--- src/rtl/intr_encoder16.sv ---
`default_nettype none
// ============================================================================
// Module   : intr_encoder16
// Purpose  : Sixteen-line active-low interrupt request encoder with request
//            latch, per-line masking and a valid/ack handshake (0 = highest).
// Revision : 1.0 - initial release
// ============================================================================
module intr_encoder16 #(
    parameter int SYNC = 2
) (
    input  logic        clk_sys,
    input  logic        clr_,
    input  logic [0:15] rq_,
    input  logic [0:15] mask,
    input  logic        ack,
    input  logic        clear_all,
    output logic [3:0]  code,
    output logic        valid,
    output logic [0:15] pending
);

    typedef enum logic [1:0] {
        S_IDLE   = 2'd0,
        S_OFFER  = 2'd1,
        S_RETIRE = 2'd2
    } state_t;

    // Stage 0 samples the pins; stage SYNC-1 is the synchronized value.
    logic [SYNC-1:0][0:15] r_sync;
    logic [0:15]           r_prev;
    logic [0:15]           r_latch;
    state_t                r_state;
    logic [3:0]            r_code;
    logic                  r_valid;

    logic [0:15]           w_sync;
    logic [0:15]           w_edge;
    logic [0:15]           w_eligible;
    logic [0:15]           w_clr;
    logic [3:0]            w_first;
    logic                  w_any;
    logic                  w_retire;

    assign w_sync     = r_sync[SYNC-1];
    assign w_edge     = r_prev & ~w_sync;
    assign w_eligible = r_latch & ~mask;
    assign w_any      = |w_eligible;
    assign w_retire   = (r_state == S_OFFER) && ack;

    always_comb begin
        w_first = 4'h0;
        for (int i = 15; i >= 0; i--) begin
            if (w_eligible[i]) begin
                w_first = 4'(i);
            end
        end
    end

    always_comb begin
        w_clr = '0;
        for (int i = 0; i < 16; i++) begin
            if (w_retire && (r_code == 4'(i))) begin
                w_clr[i] = 1'b1;
            end
        end
        if (clear_all) begin
            w_clr = '1;
        end
    end

    always_ff @(posedge clk_sys or negedge clr_) begin
        if (!clr_) begin
            r_sync <= '1;
            r_prev <= '1;
        end else begin
            r_sync <= {r_sync[SYNC-2:0], rq_};
            r_prev <= w_sync;
        end
    end

    // Set beats clear so an edge coinciding with a retire is not lost.
    always_ff @(posedge clk_sys or negedge clr_) begin
        if (!clr_) begin
            r_latch <= '0;
        end else begin
            r_latch <= (r_latch & ~w_clr) | w_edge;
        end
    end

    always_ff @(posedge clk_sys or negedge clr_) begin
        if (!clr_) begin
            r_state <= S_IDLE;
            r_code  <= 4'h0;
            r_valid <= 1'b0;
        end else begin
            case (r_state)
                S_IDLE: begin
                    r_valid <= 1'b0;
                    if (w_any && !clear_all) begin
                        r_code  <= w_first;
                        r_valid <= 1'b1;
                        r_state <= S_OFFER;
                    end
                end
                S_OFFER: begin
                    if (ack) begin
                        r_valid <= 1'b0;
                        r_state <= S_RETIRE;
                    end else if (clear_all || mask[r_code]) begin
                        r_valid <= 1'b0;
                        r_state <= S_IDLE;
                    end
                end
                S_RETIRE: begin
                    r_valid <= 1'b0;
                    r_state <= S_IDLE;
                end
                default: begin
                    r_valid <= 1'b0;
                    r_state <= S_IDLE;
                end
            endcase
        end
    end

    assign code    = r_code;
    assign valid   = r_valid;
    assign pending = r_latch;

endmodule
`default_nettype wire

--- config.mk ---
export PLATFORM = sky130hd
export DESIGN_NAME = intr_encoder16
export DESIGN_NICKNAME = d
export VERILOG_FILES = /design/src/rtl/intr_encoder16.sv
export SDC_FILE = /design/constraint.sdc
export NUM_CORES = 1
export LEC_CHECK = 0
export ABC_AREA = 1
export CAP_MARGIN = 20
export CORE_MARGIN = 5
export CORE_UTILIZATION = 40
export DETAILED_ROUTE_END_ITERATION = 10
export GPL_TIMING_DRIVEN = 0
export PLACE_DENSITY = 0.68
export SETUP_SLACK_MARGIN = 0.2
export SYNTH_ARGS = -nofsm -noshare
export SYNTH_HDL_FRONTEND = slang
export SYNTH_SLANG_ARGS = --single-unit
export TNS_END_PERCENT = 50
--- constraint.sdc ---
create_clock -name clk_sys -period 1.4 [get_ports clk_sys]
set_clock_uncertainty 0.15 [all_clocks]
set_input_delay 0.28 -clock clk_sys [delete_from_list [all_inputs] [get_ports clk_sys]]
set_output_delay 0.28 -clock clk_sys [all_outputs]
set_load 0.02 [all_outputs]
==> out/results.txt, run 1 <==
Detailed Place HPWL: 4170 um
leading post-synthesis cells by cell area: dfstp_2, dfrtp_1, nand2_1
Reg2Reg Capture Point: code[0]
CP Cell Sequence: clkdlybuf4s50_1 -> inv_1 -> nand2_1 -> o21ai_2 -> o41ai_4 -> nand2_2 -> clkinv_4 -> a21oi_2 -> nand2_1 -> nand2_1
Seq/Total Area, Yosys: 69.4%
Worst EP arrival: 1750 ps
Synth cell types: 28
Site Rows: 29
wire per inst: 15.5 um
Final Cell Area: 3750 um2
critical path endpoint category: flip-flop
drt first pass iters: 4
die area: 8340 um2
clock root cell: clkbuf_8
fmax: 605 MHz
die outline width: 91.3 um
largest family of logic cells by synthesized area: compound AO/OA/AOI/OAI gates
Routed Antenna Nets: 0
final hold slack: -110 ps
Power per Cell Area: 1540 nW/um2
first-pass GRT wire length: 9490 um
CTS tree: done
die height: 91.3 um
P_int: 3.85 mW
Seq pwr share: 43.8%
CP startpoint kind: primary input
EDFF count, synth: 0
synthesized area per cell: 11.0 um2
placed inst area: 3330 um2
Sw Ratio: 33.4%
minimum clock period: 1650 ps
combinational group share of total power: 28.7%
clk buf depth: 2
Synth Area in Compound Gates: 12.1%
Simple-Gate Fraction of Synth Area: 11.9%
Cell Area, Synth: 2650 um2
Final Max Slew Viols: 0
cts bufs inserted: 9
routed via count: 2023
Sw Pwr: 1.93 mW
Yosys top cell area share: 47.7%
final-report setup violation count: 11
Synth async-reset ratio: 100%
mux share of post-synthesis cell area: 0%
Worst Path Required: 1500 ps
slowest cell on the critical path: clkdlybuf4s50_1
I/O pin cnt: 57
Setup WS pre-CTS: -647 ps
maximum VDD drop: 1080 uV
area of the core: 6390 um2
Crit path top cell by count: nand2_1
Post-Synthesis Cells: 241
worst skew pair latency: 350 ps
xor and xnor area share after synthesis: 0%
htree depth: 3
overall power: 5.78 mW
Crit path largest cell delay: 500 ps
clock sinks: 71
area leader, netlist: dfstp_2
maxcap violations: 0
HP Class: primary input to asynchronous set/reset pin
r2r setup slk: -250 ps
initial antenna violation count: 0
Initial Utilization: 41.4%
GR Overflow Total: 0
Worst-Margin Slew: 833 ps
final worst setup slack: -254 ps
Final Hold Fails: 23
DRT iter0 DRCs: 107
layout cells sized above 1: 46.6%
antenna diode count: 0
drt drc: 0
Final period util: 118%
Area Growth Syn to Fin: 41.8%
worst-path fanout max: 5
unrepaired setup endpoints after global routing: yes
Final #Nets: 357
net count after synthesis: 277
Seq cells post-synth: 71
reg2reg path depth: 8
critical path class: primary input to flip-flop
routed wire length: 6230 um
Synth Area in Adders: 0%
via density per instance: 5.02
GRT Resource Usage Total: 14.7%
Clock power frac: 27.5%
Main synth FF type: dfstp_2
gpl congestion: 0.827
Yosys warnings: 0
status: finished, violations left
failing checks: negative hold slack, negative setup slack
Port Buf Inserts: 55
Worst slew margin: 44.5%
Pleak: 1.73 nW
largest net degree at the start of global routing: 72
Reg-to-Reg Start: pending[12]
Clock transition at path regs: 70 ps
vias in the first global route: 1988
## registers in the layout, summed over array words and instances (netlist names)
signal / flops
pending: 16
code: 4
w_sync: 16
r_state: 2
r_sync: 16
valid: 1
r_prev: 16
## power by group through the flow
stage	registers, mW	clock network [mW]	logic [mW]
CTS	2.51	1.62	1.51
floorplan	2.63	0	0.637
finish	2.53	1.59	1.66
detailed placement	2.53	0	1.34
global route	2.56	1.73	1.78
global placement	2.52	0	1.32
## worst max-delay path: cells and delay by family
kind | cells | cell delay [ps]
AND/OR/NAND/NOR | 4 | 380
AO/OA/AOI/OAI | 3 | 470
buffers and inverters | 3 | 640
## logic make-up after synthesis
group	Yosys count
buffers and inverters	46
AND/OR/NAND/NOR	74
flip-flops	71
AO/OA/AOI/OAI	50
## placed cells by master, fill, tap and decap left out, types with 6 or more instances in the layout
master,netlist,final
inv_2,2,9
buf_4,0,11
nand2_1,48,38
o21ai_1,5,14
inv_1,41,32
nand2_2,5,10
nor2_1,13,10
buf_6,0,23
o22ai_1,19,18
dfrtp_2,0,11
clkdlybuf4s50_1,0,29
dfrtp_1,23,12
dfstp_2,48,48
clkbuf_8,0,9
nand2_4,1,6
## per-stage QoR
step           instances  utilization (%)  TNS [ps]
2_1_floorplan        241                -      -534
4_1_cts              398             57.0     -2060
3_3_place_gp         373             52.2   -138580
3_5_place_dp         373             52.2    -10030
5_1_grt              403             58.8     -2500
6_report             403             58.8     -1600
## synth_stat cells, drive strengths merged, types with 2 or more instances
library cell / count
nand2: 54
dfrtp: 23
dfstp: 48
nor2: 14
o31ai: 3
inv: 43
o21ai: 19
nand3: 4
o22ai: 19
a221oi: 2
## routing by layer
| layer | global-route usage (%) | part of all wire, % | up-vias |
|---|---|---|---|
| li1 | - | - | 947 |
| met5 | 0 | 0 | - |
| met3 | 5.70 | 7.1 | 13 |
| met1 | 17.1 | 38 | 1005 |
| met4 | 5.87 | 2.1 | 0 |
| met2 | 24.4 | 53 | 58 |
## worst max-delay path by stage
stage | from | end | slack [ps] | cells after the start
2_1_floorplan | pending[10] | code[0] | -150 | 8
3_3_place_gp | clr_ | pending[9] | -2540 | 1
3_5_place_dp | mask[11] | code[0] | -650 | 10
4_1_cts | pending[13] | code[0] | -230 | 8
5_1_grt | pending[15] | code[0] | -320 | 18
6_report | mask[14] | code[0] | -250 | 10
## layout make-up
cell class	count	area, um2
buffer	2	8.76
multi-input combinational	124	749
fill	549	2630
timing repair buffer	69	684
clock inverter	5	57.6
sequential	71	1850
inverter	44	175
tap	77	96.3
clock buffer	11	131
## timing repair
item	CTS	global route
pin swaps	6	9
endpoints found under the setup margin	43	43
endpoints found under the hold margin	23	23
buffers inserted	9	5
gates resized for setup	136	36
No activity file was read; power rests on OpenSTA's default activity.
==> inputs of run 2 (changes only) <==
--- a/config.mk
+++ b/config.mk
@@ -7,8 +7,10 @@
 export LEC_CHECK = 0
 export ABC_AREA = 1
 export CAP_MARGIN = 20
-export CORE_MARGIN = 5
+export CORE_ASPECT_RATIO = 0.6
+export CORE_MARGIN = 8
 export CORE_UTILIZATION = 40
+export CTS_BUF_LIST = sky130_fd_sc_hd__clkbuf_4 sky130_fd_sc_hd__clkbuf_8 sky130_fd_sc_hd__clkbuf_16
 export DETAILED_ROUTE_END_ITERATION = 10
 export GPL_TIMING_DRIVEN = 0
 export PLACE_DENSITY = 0.68
==> run 2 against run 1 <==
- the flow still finishes with violations (negative hold slack, negative setup slack)
- maximum frequency decreased by 3.3%
- first-iteration DRC count increased by 13%
- sequential share of layout area decreased by 2.1 points
- power increased by 9.8%
- global-route usage decreased by 0.52 points
- cell area up 4.5%
- combinational power rose by 11%
- register-to-register slack got worse by 60 ps
- flip-flop and latch count did not move
- worst hold slack got worse by 2.5 ps
- critical path type is now flip-flop to flip-flop
==> out/results.txt, run 2 (synthesized netlist as in run 1, its figures left out) <==
Routed Antenna Nets: 0
Pleak: 1.79 nW
final hold slack: -112 ps
maximum VDD drop: 1000 uV
antenna diode count: 0
layout cells sized above 1: 50.2%
initial antenna violation count: 0
Worst-Margin Slew: 849 ps
die area: 9560 um2
Worst slew margin: 43.4%
clock root cell: clkbuf_8
gpl congestion: 0.840
GR Overflow Total: 0
Worst Path Required: 1530 ps
I/O pin cnt: 57
placed inst area: 3350 um2
clock sinks: 71
largest net degree at the start of global routing: 72
via density per instance: 4.83
final worst setup slack: -311 ps
Setup WS pre-CTS: -660 ps
DRT iter0 DRCs: 121
worst skew pair latency: 350 ps
cts bufs inserted: 9
Area Growth Syn to Fin: 48.2%
critical path class: flip-flop to flip-flop
worst-path fanout max: 7
unrepaired setup endpoints after global routing: yes
CP startpoint kind: flip-flop
fmax: 584 MHz
TNS Setup: -2800 ps
most common cell after layout, fill and taps aside: dfstp_2
routed wire length: 6620 um
drt drc: 0
most frequent cells in the layout: dfstp_2, nand2_1, inv_1
r2r setup slk: -310 ps
status: finished, violations left
Worst EP arrival: 1840 ps
Final period util: 122%
area of the core: 6530 um2
Final Max Slew Viols: 0
minimum clock period: 1710 ps
overall power: 6.34 mW
CTS tree: done
Clock transition at path regs: 80 ps
vias in the first global route: 2049
critical path endpoint category: flip-flop
Site Rows: 23
first-pass GRT wire length: 10300 um
placed cells: 383
drt first pass iters: 4
die height: 79.0 um
Final Cell Area: 3920 um2
Initial Utilization: 40.5%
htree depth: 3
Final #Nets: 358
die outline width: 121 um
failing checks: negative hold slack, negative setup slack
Final Hold Fails: 23
clk buf depth: 2
Non-Filler Instances: 414
Detailed Place HPWL: 4420 um
GRT Resource Usage Total: 14.2%
HP Class: primary input to asynchronous set/reset pin
wire per inst: 16.0 um
Power per Cell Area: 1620 nW/um2
routed via count: 1999
maxcap violations: 0
Port Buf Inserts: 55
final-report setup violation count: 25
run 2: area by class of cell:
class	instances	area, um2
timing repair buffer	70	714
buffer	2	8.76
sequential	71	1850
tap	87	109
multi-input combinational	124	810
clock buffer	11	163
inverter	44	183
clock inverter	5	85.1
fill	538	2610
run 2: worst max-delay path: stages (launching register included):
cell and delay, ps:
dfrtp_2 480, inv_1 120, nand2_2 140, o22ai_1 90
o21ai_1 150, nand4_1 120, nor2_1 120, o211ai_1 130
o21ai_1 140
run 2: final timing paths:
check / start / to / cells after the start
hold reg to reg: r_sync[14] / w_sync[1] / 0
max in group asynchronous: clr_ / pending[14] / 1
min in group clk_sys: clear_all / pending[0] / 2
setup / recovery: code[0] / valid / 8
hold / removal: clr_ / pending[9] / 1
setup reg to reg: code[0] / valid / 8
run 2: timing repair:
| item | in CTS | in global routing |
|---|---|---|
| setup endpoints to repair | 43 | 43 |
| hold endpoints to repair | 23 | 23 |
| pin swaps | 9 | 14 |
| buffers inserted | 6 | 9 |
| resized for setup | 135 | 56 |
run 2: power by group:
part           switching [mW]  internal (mW)  leakage (nW)
Clock                   0.780           1.17         0.122
Sequential              0.229           2.33         0.775
Combinational            1.08          0.759         0.896
run 2: metrics by stage:
step                hold slack, ps  util [%]
floorplan                     -166         -
global placement               195      51.3
detailed placement             197      51.2
CTS                          -93.6      56.5
global route                 -58.0      60.0
finish                        -112      60.0
run 2: layer usage:
| metal | global-route usage, % | routed length (um) | up-vias |
|---|---|---|---|
| li1 | - | - | 947 |
| met1 | 18.5 | 2890 | 983 |
| met5 | 0 | 0 | - |
| met4 | 3.72 | 70 | 0 |
| met2 | 20.4 | 2990 | 61 |
| met3 | 7.15 | 665 | 8 |
